`config.mk`:
```
export PLATFORM = sky130hd
export DESIGN_NAME = regfile_mp
export DESIGN_NICKNAME = d
export VERILOG_FILES = /design/src/rtl/regfile_pkg.sv /design/src/rtl/regfile_rdport.sv /design/src/rtl/regfile_mp.sv
export SDC_FILE = /design/constraint.sdc
export NUM_CORES = 1
export LEC_CHECK = 0
export BUFFER_PORTS_ARGS = -buffer_cell sky130_fd_sc_hd__buf_2
export CAP_MARGIN = 20
export CORE_AREA = 2 2 386 388
export CTS_BUF_LIST = sky130_fd_sc_hd__clkbuf_4
export DETAILED_ROUTE_END_ITERATION = 8
export DIE_AREA = 0 0 388 390
export HOLD_SLACK_MARGIN = 0.03
export PLACE_DENSITY = 0.49
export REMOVE_ABC_BUFFERS = 1
export SYNTH_ARGS = -nofsm -noshare
export SYNTH_HDL_FRONTEND = slang
export SYNTH_SLANG_ARGS = --single-unit
```
`constraint.sdc`:
```
create_clock -name clk_i -period 5.7 [get_ports clk_i]
set_input_delay 1.14 -clock clk_i [delete_from_list [all_inputs] [get_ports clk_i]]
set_output_delay 1.14 -clock clk_i [all_outputs]
set_load 0.03 [all_outputs]
```
`src/rtl/regfile_pkg.sv`:
```
// Shared definitions for the multi-port register file.
// Contents:
//   rf_state_e - clear-sweep FSM states (RF_INIT while clearing, RF_READY after)
//   XLEN_DEF   - default data width
//   NREGS_DEF  - default number of entries
package regfile_pkg;

    typedef enum logic [0:0] {
        RF_INIT  = 1'b0,
        RF_READY = 1'b1
    } rf_state_e;

    localparam int XLEN_DEF  = 32;
    localparam int NREGS_DEF = 32;

endpackage

```
`src/rtl/regfile_rdport.sv`:
```
// One combinational read port of regfile_mp.
// Ports:
//   init_busy - clear sweep in progress; forces the output to zero
//   raddr     - read address
//   mem_data  - stored entry at raddr, supplied by the top
//   we        - write enables of all NWR write ports
//   waddr     - packed write addresses, port k at [k*ADDR_W +: ADDR_W]
//   wdata     - packed write data, port k at [k*XLEN +: XLEN]
//   rdata     - resolved read data
module regfile_rdport
    import regfile_pkg::*;
#(
    parameter int XLEN     = XLEN_DEF,
    parameter int ADDR_W   = 5,
    parameter int NWR      = 1,
    parameter int ZERO_REG = 1,
    parameter int BYPASS   = 1
) (
    input  logic                  init_busy,
    input  logic [ADDR_W-1:0]     raddr,
    input  logic [XLEN-1:0]       mem_data,
    input  logic [NWR-1:0]        we,
    input  logic [NWR*ADDR_W-1:0] waddr,
    input  logic [NWR*XLEN-1:0]   wdata,
    output logic [XLEN-1:0]       rdata
);

    // Sources are applied lowest priority first so each later override wins:
    // storage, then bypass (ascending port index, so the highest match wins),
    // then the zero entry, then the sweep.
    always_comb begin
        rdata = mem_data;
        if (BYPASS != 0) begin
            for (int unsigned k = 0; k < NWR; k++) begin
                if (we[k] && (waddr[k*ADDR_W +: ADDR_W] == raddr)) begin
                    rdata = wdata[k*XLEN +: XLEN];
                end
            end
        end
        if ((ZERO_REG != 0) && (raddr == '0)) begin
            rdata = '0;
        end
        if (init_busy) begin
            rdata = '0;
        end
    end

endmodule

```
`src/rtl/regfile_mp.sv`:
```
// Parametrised multi-port integer register file.
// After reset the storage is cleared one entry per cycle, so the array needs
// no reset of its own; writes are ignored and reads return 0 until done.
// Ports:
//   clk_i       - clock, all state updates on the rising edge
//   rst_i       - synchronous active-high reset, restarts the clear sweep
//   init_busy_o - high while the clear sweep runs
//   we_i        - per-port write enable (NWR bits)
//   waddr_i     - write addresses, port k at [k*ADDR_W +: ADDR_W]
//   wdata_i     - write data, port k at [k*XLEN +: XLEN]
//   raddr_i     - read addresses, port j at [j*ADDR_W +: ADDR_W]
//   rdata_o     - combinational read data, port j at [j*XLEN +: XLEN]
module regfile_mp
    import regfile_pkg::*;
#(
    parameter int XLEN     = XLEN_DEF,
    parameter int NREGS    = NREGS_DEF,
    parameter int NRD      = 2,
    parameter int NWR      = 1,
    parameter int ZERO_REG = 1,
    parameter int BYPASS   = 1,
    localparam int ADDR_W  = $clog2(NREGS)
) (
    input  logic                  clk_i,
    input  logic                  rst_i,
    output logic                  init_busy_o,
    input  logic [NWR-1:0]        we_i,
    input  logic [NWR*ADDR_W-1:0] waddr_i,
    input  logic [NWR*XLEN-1:0]   wdata_i,
    input  logic [NRD*ADDR_W-1:0] raddr_i,
    output logic [NRD*XLEN-1:0]   rdata_o
);

    rf_state_e         state;
    logic [ADDR_W-1:0] clr_cnt;
    logic [XLEN-1:0]   mem [NREGS];

    // Sweep FSM, storage writes and the registered busy flag.
    // Write ports are visited in ascending order so the highest-index port
    // targeting an address carries the last non-blocking assignment and wins.
    always_ff @(posedge clk_i) begin
        if (rst_i) begin
            state       <= RF_INIT;
            clr_cnt     <= '0;
            init_busy_o <= 1'b1;
        end else begin
            case (state)
                RF_INIT: begin
                    mem[clr_cnt] <= '0;
                    clr_cnt      <= clr_cnt + ADDR_W'(1);
                    if (clr_cnt == ADDR_W'(NREGS - 1)) begin
                        state       <= RF_READY;
                        init_busy_o <= 1'b0;
                    end
                end
                RF_READY: begin
                    for (int unsigned k = 0; k < NWR; k++) begin
                        if (we_i[k] &&
                            !((ZERO_REG != 0) && (waddr_i[k*ADDR_W +: ADDR_W] == '0))) begin
                            mem[waddr_i[k*ADDR_W +: ADDR_W]] <= wdata_i[k*XLEN +: XLEN];
                        end
                    end
                end
            endcase
        end
    end

    for (genvar j = 0; j < NRD; j++) begin : g_rd
        logic [ADDR_W-1:0] raddr;
        assign raddr = raddr_i[j*ADDR_W +: ADDR_W];

        regfile_rdport #(
            .XLEN     (XLEN),
            .ADDR_W   (ADDR_W),
            .NWR      (NWR),
            .ZERO_REG (ZERO_REG),
            .BYPASS   (BYPASS)
        ) u_rdport (
            .init_busy (init_busy_o),
            .raddr     (raddr),
            .mem_data  (mem[raddr]),
            .we        (we_i),
            .waddr     (waddr_i),
            .wdata     (wdata_i),
            .rdata     (rdata_o[j*XLEN +: XLEN])
        );
    end

endmodule

```
==> results.json, run 1 <==
{
  "core_area_um2": 147000,
  "syn_area_per_cell_um2": 17.3,
  "crit_buf_inv": 3,
  "area_growth_pct": 14.8,
  "worstPathArrival_ps": 3960,
  "cts_tree": "built",
  "finalCritPeriodShare": 0.895,
  "place.port_buffers": 114,
  "ys_seq_area_frac": 0.622,
  "rows": 141,
  "die_w_um": 388,
  "fin_worst_skew_ps": 72.5,
  "finalCriticalPeriod_ps": 5100,
  "num_vias": 31900,
  "cap_violations": 0,
  "drtPass1Iterations": 5,
  "post-route-util": 0.387,
  "antenna_left": 0,
  "clock_path_buffers": 4,
  "cts_buffers": 300,
  "tns_ps": 0,
  "grt_pass1_wl_um": 249000,
  "pre_cts_slack_ps": 826,
  "power_density_nw_per_um2": 282,
  "die-area_um2": 151000,
  "grt_overflow_total": 0,
  "relSlewSlack": 0.239,
  "gp_congestion": 0.801,
  "wl_per_cell_um": 33.9,
  "post-route-drc-count": 0,
  "clkTransAtPathRegs_ps": 50,
  "cts-resized-gates": 0,
  "start_util": 0.337,
  "hold_path.class": "primary input to register",
  "grt_max_degree": 63,
  "clockRootBuffer": "clkbuf_4",
  "fmax_mhz": 196,
  "grt_setup_unrepaired": "no",
  "synth_top_area_share": 0.619,
  "ys_warn_count": 0,
  "grt_pass1_vias": 32900,
  "startpoint_type": "primary input",
  "p_leak_nw": 18.2,
  "critical_path.top_delay_family": "buffers and inverters",
  "hold_buffers": 0,
  "hold_viol_final": 0,
  "synth_edf_count": 1024,
  "die_h_um": 390,
  "syn_area_um2": 49600,
  "drv_slew": 0,
  "clock_latency_ps": 1240,
  "initialDrtViolationCount": 3639,
  "drive_gt1_frac": 0.338,
  "dp_hpwl_um": 105000,
  "synthArstFlopShare": 0,
  "nets": 3256,
  "post-cts-setup-buffer-count": 0,
  "antenna_found_initial": 6,
  "routed_wl_um": 181000,
  "postSynthCellCount": 2867,
  "synth-seq-cells": 1031,
  "ir_drop_v": 0.000211,
  "crit_path_max_incr_delay_ps": 740,
  "worstPathMaxFanout": 36,
  "cts_sinks": 1031,
  "crit_required_ps": 4560,
  "worst_hold_slack_ps": 204,
  "htree_num_levels": 5,
  "power_mw": 16.1,
  "grtUsageTotal": 0.236,
  "synth.distinct_cells": 50,
  "status": "finished clean",
  "final.setup.worst_slack_ps": 596,
  "crit_slowest_cell": "nor4_1",
  "crit_chain": "clkbuf_8 -> xor2_1 -> nor4_1 -> nand3_4 -> buf_4 -> o221a_2 -> a21oi_1 -> buf_2",
  "end_kind": "output port",
  "setup_viol": 0,
  "ys_top_cells_by_area": "edfxtp_1, mux4_2, mux2i_1",
  "vias_per_cell": 5.99,
  "tightest_slew_ps": 1140,
  "synth_flop_cell": "edfxtp_1",
  "io_pins": 115,
  "yosysTopAreaCell": "edfxtp_1",
  "worstSetupPathType": "primary input to output port"
}
[synth_stat cells, drive strengths merged (13+ instances only)]
| cell | n |
|---|---|
| a21oi | 52 |
| edfxtp | 1024 |
| clkbuf | 118 |
| and2 | 35 |
| mux2 | 35 |
| o221ai | 81 |
| nand2 | 60 |
| o211a | 38 |
| mux2i | 471 |
| nor3 | 18 |
| nand3 | 56 |
| o22ai | 23 |
| o2111ai | 25 |
| nor2 | 39 |
| nor3b | 13 |
| a211o | 13 |
| o21ai | 43 |
| mux4 | 320 |
| nor2b | 48 |
| o221a | 26 |
| a22oi | 118 |
| buf | 129 |
[sequential cells by signal, indices dropped and copies added, names as in the netlist]
signal and cells:
init_busy_o 1, state 1, clr_cnt 5, mem 1024
[placed cells by master (no fill, tap or decap), types with 5 or more instances in the layout]
| master | synthesis | final |
|---|---|---|
| nand2_1 | 60 | 60 |
| o2111ai_1 | 25 | 25 |
| mux2i_1 | 471 | 471 |
| o21ai_0 | 43 | 43 |
| o31ai_1 | 7 | 7 |
| o211a_1 | 38 | 38 |
| mux4_2 | 320 | 320 |
| nor3_2 | 0 | 11 |
| buf_12 | 0 | 40 |
| nor2_1 | 39 | 14 |
| a31oi_1 | 6 | 6 |
| o22ai_1 | 23 | 23 |
| nor2b_1 | 48 | 44 |
| clkinv_1 | 0 | 58 |
| clkinv_2 | 0 | 11 |
| o221ai_1 | 81 | 81 |
| buf_2 | 57 | 106 |
| a211o_1 | 13 | 13 |
| edfxtp_1 | 1024 | 1024 |
| nor2_4 | 0 | 25 |
| xor2_1 | 9 | 9 |
| buf_4 | 33 | 125 |
| inv_2 | 0 | 6 |
| mux2_2 | 35 | 35 |
| nor3b_1 | 13 | 13 |
| nand2b_1 | 7 | 5 |
| nor3_1 | 18 | 6 |
| o211ai_1 | 5 | 5 |
| o221a_2 | 26 | 26 |
| dfxtp_1 | 7 | 7 |
| and2_1 | 34 | 33 |
| a21oi_1 | 52 | 52 |
| a211oi_1 | 9 | 9 |
| clkbuf_4 | 0 | 414 |
| a22oi_1 | 118 | 118 |
| nand3_1 | 55 | 54 |
[final cells by class]
class | count | area (um^2)
Clock buffer | 414 | 3110
Timing Repair Buffer | 282 | 2490
Sequential cell | 1031 | 30900
Clock inverter | 76 | 325
Tap cell | 1930 | 2410
Multi-Input combinational cell | 1585 | 17800
Inverter | 4 | 15.0
Antenna cell | 1 | 2.50
Fill cell | 13700 | 90100
[where the power goes]
group	internal, mW	switching, mW
Sequential	8.27	0.0263
Combinational	0.463	0.793
Clock	3.37	3.16
Total	12.1	3.98
[final timing paths]
path	slack [ps]	depth (start not counted)	from	to
worst max register to register	1820	7	state$_SDFF_PP0_	mem[23][9]$_DFFE_PP_
worst min register to register	620	2	clr_cnt[0]$_SDFFE_PP0N_	clr_cnt[0]$_SDFFE_PP0N_
worst min-delay path	200	2	rst_i	state$_SDFF_PP0_
worst max-delay path	600	8	raddr_i[6]	rdata_o[58]
[per-stage QoR]
step	area [um^2]	cells
global route	57000	5323
CTS	56900	5317
floorplan	48300	2620
finish	57000	5323
detailed placement	53400	4827
global placement	53400	4827
[logic make-up after synthesis]
family	after synthesis	synth area share
DFF	1031	0.622
muxes	826	0.248
AOI/OAI and AO/OA	454	0.0702
and+or+nand+nor	290	0.0303
buffers and inverters	251	0.0264
xor gates and xnor gates	13	0.00229
adders and majority gates	2	0.000504
[per-layer routing]
layer  vias to the layer above  GRT usage  wire [um]
met5                         -          0          0
met4                         0     0.0882       6000
met3                       337     0.0712      17500
met2                      1785      0.366      83000
met1                     16800      0.311      74200
li1                      12900          -          -
Note: power is estimated with default switching activity, not from simulation.
==> run 2: changes to the inputs <==
CELL_PAD_IN_SITES_DETAIL_PLACEMENT = 0   (was default)
CELL_PAD_IN_SITES_GLOBAL_PLACEMENT = 1   (was default)
PLACE_DENSITY = 0.55   (was 0.49)
==> results.json, run 2 (synthesized netlist as in run 1, its figures left out) <==
{
  "rows": 141,
  "grt_pass1_vias": 33100,
  "grt_max_degree": 51,
  "htree_num_levels": 5,
  "fillers": 13600,
  "place.port_buffers": 114,
  "drtPass1Iterations": 5,
  "grt_overflow_total": 0,
  "core_area_um2": 147000,
  "cts_sinks": 1031,
  "tns_ps": 0,
  "nets": 3253,
  "mostFrequentLayoutCells": "edfxtp_1, mux2i_1, clkbuf_4, mux4_2, a22oi_1",
  "layout_commonest_cell": "edfxtp_1",
  "wl_per_cell_um": 33.8,
  "hold_viol_final": 0,
  "gp_congestion": 0.798,
  "clkTransAtPathRegs_ps": 60,
  "cts_buffers": 297,
  "hold_path.class": "primary input to register",
  "largest_registers": "mem (1024), clr_cnt (5)",
  "die_h_um": 390,
  "die-area_um2": 151000,
  "dp_hpwl_um": 104000,
  "status": "finished clean",
  "finalCriticalPeriod_ps": 4970,
  "fmax_mhz": 201,
  "drive_gt1_frac": 0.336,
  "p_leak_nw": 18.1,
  "grt_setup_unrepaired": "no",
  "finalCritPeriodShare": 0.871,
  "largest_register_ffs": 1024,
  "pre_cts_slack_ps": 795,
  "cap_violations": 0,
  "final.setup.worst_slack_ps": 734,
  "area_growth_pct": 14.9,
  "grtUsageTotal": 0.235,
  "start_util": 0.337,
  "worstPathMaxFanout": 33,
  "antenna_found_initial": 9,
  "initialDrtViolationCount": 3338,
  "crit_slowest_cell": "o221ai_1",
  "top_register": "mem",
  "clockRootBuffer": "clkbuf_4",
  "startpoint_type": "primary input",
  "die_w_um": 388,
  "ir_drop_v": 0.000226,
  "grt_pass1_wl_um": 250000,
  "post-route-drc-count": 0,
  "tightest_slew_ps": 1330,
  "crit_chain": "clkbuf_8 -> buf_4 -> mux4_2 -> mux2_2 -> o221ai_1 -> o2111ai_1 -> o211a_1 -> buf_2",
  "clock_latency_ps": 1280,
  "clock_path_buffers": 4,
  "num_vias": 31700,
  "power_density_nw_per_um2": 281,
  "antenna_left": 0,
  "cts_tree": "built",
  "relSlewSlack": 0.110,
  "setup_viol": 0,
  "vias_per_cell": 5.97,
  "routed_wl_um": 179000,
  "worstSetupPathType": "primary input to output port",
  "cts-resized-gates": 0,
  "io_pins": 115,
  "drv_slew": 0,
  "crit_required_ps": 4560,
  "end_kind": "output port",
  "fin_worst_skew_ps": 79.7,
  "crit_path_max_incr_delay_ps": 470,
  "worstPathArrival_ps": 3830
}
==> run 2: cell count changes in the layout (fill, tap and decap cells not counted), sizes merged <==
cell	before	now
bufinv	1	2
inv	10	9
clkinv	69	66
diode	1	7
dlygate4sd3	0	1
clkbuf	419	409
==> run 2: final timing paths <==
path,startpoint,to,slack [ps],cells past startpoint
setup / recovery,raddr_i[7],rdata_o[42],730,8
hold / removal,wdata_i[8],mem[6][8]$_DFFE_PP_,290,2
setup reg to reg,state$_SDFF_PP0_,mem[2][7]$_DFFE_PP_,1760,6
hold reg to reg,clr_cnt[0]$_SDFFE_PP0N_,clr_cnt[0]$_SDFFE_PP0N_,600,2
==> run 2: power breakdown <==
| part | leakage (nW) | internal (mW) | switching (mW) |
|---|---|---|---|
| clock network | 2.04 | 3.35 | 3.14 |
| registers | 8.04 | 8.27 | 0.0258 |
| logic | 8.05 | 0.465 | 0.802 |
==> run 2: area by class of cell <==
type	instances	area [um^2]	share of cell area
Antenna cell	7	17.5	0.000307
Timing Repair Buffer	282	2590	0.0454
Clock inverter	73	342	0.00599
Inverter	4	15.0	0.000263
Sequential cell	1031	30900	0.541
Tap cell	1930	2410	0.0423
Clock buffer	405	3040	0.0533
Multi-Input combinational cell	1585	17700	0.311
==> run 2: through the flow <==
stage	instances	hold slack [ps]	cell area [um^2]	power [mW]	util
finish	5317	285	57100	16.0	0.388
global route	5316	156	57100	16.7	0.388
CTS	5302	424	56800	16.2	0.386
detailed placement	4823	590	53500	9.72	0.363
global placement	4823	593	53500	9.71	0.363
floorplan	2620	547	48300	8.97	-
==> run 2: what timing repair did <==
item                                   CTS  global route
hold buffers                             1             0
setup buffers                            0             0
endpoints found under the hold margin    2             0
==> run 2: worst max-delay path, delay by kind of cell <==
kind                   cells  cell delay (ps)
buffers and inverters      3              970
AOI/OAI and AO/OA          3              930
muxes                      2              680
==> run 2: routing by layer <==
metal	vias up	global-route usage	routed length [um]
li1	12900	-	-
met1	16900	0.323	76600
met2	1588	0.371	83900
met3	286	0.0552	14600
met4	0	0.0712	4390
met5	-	0	0
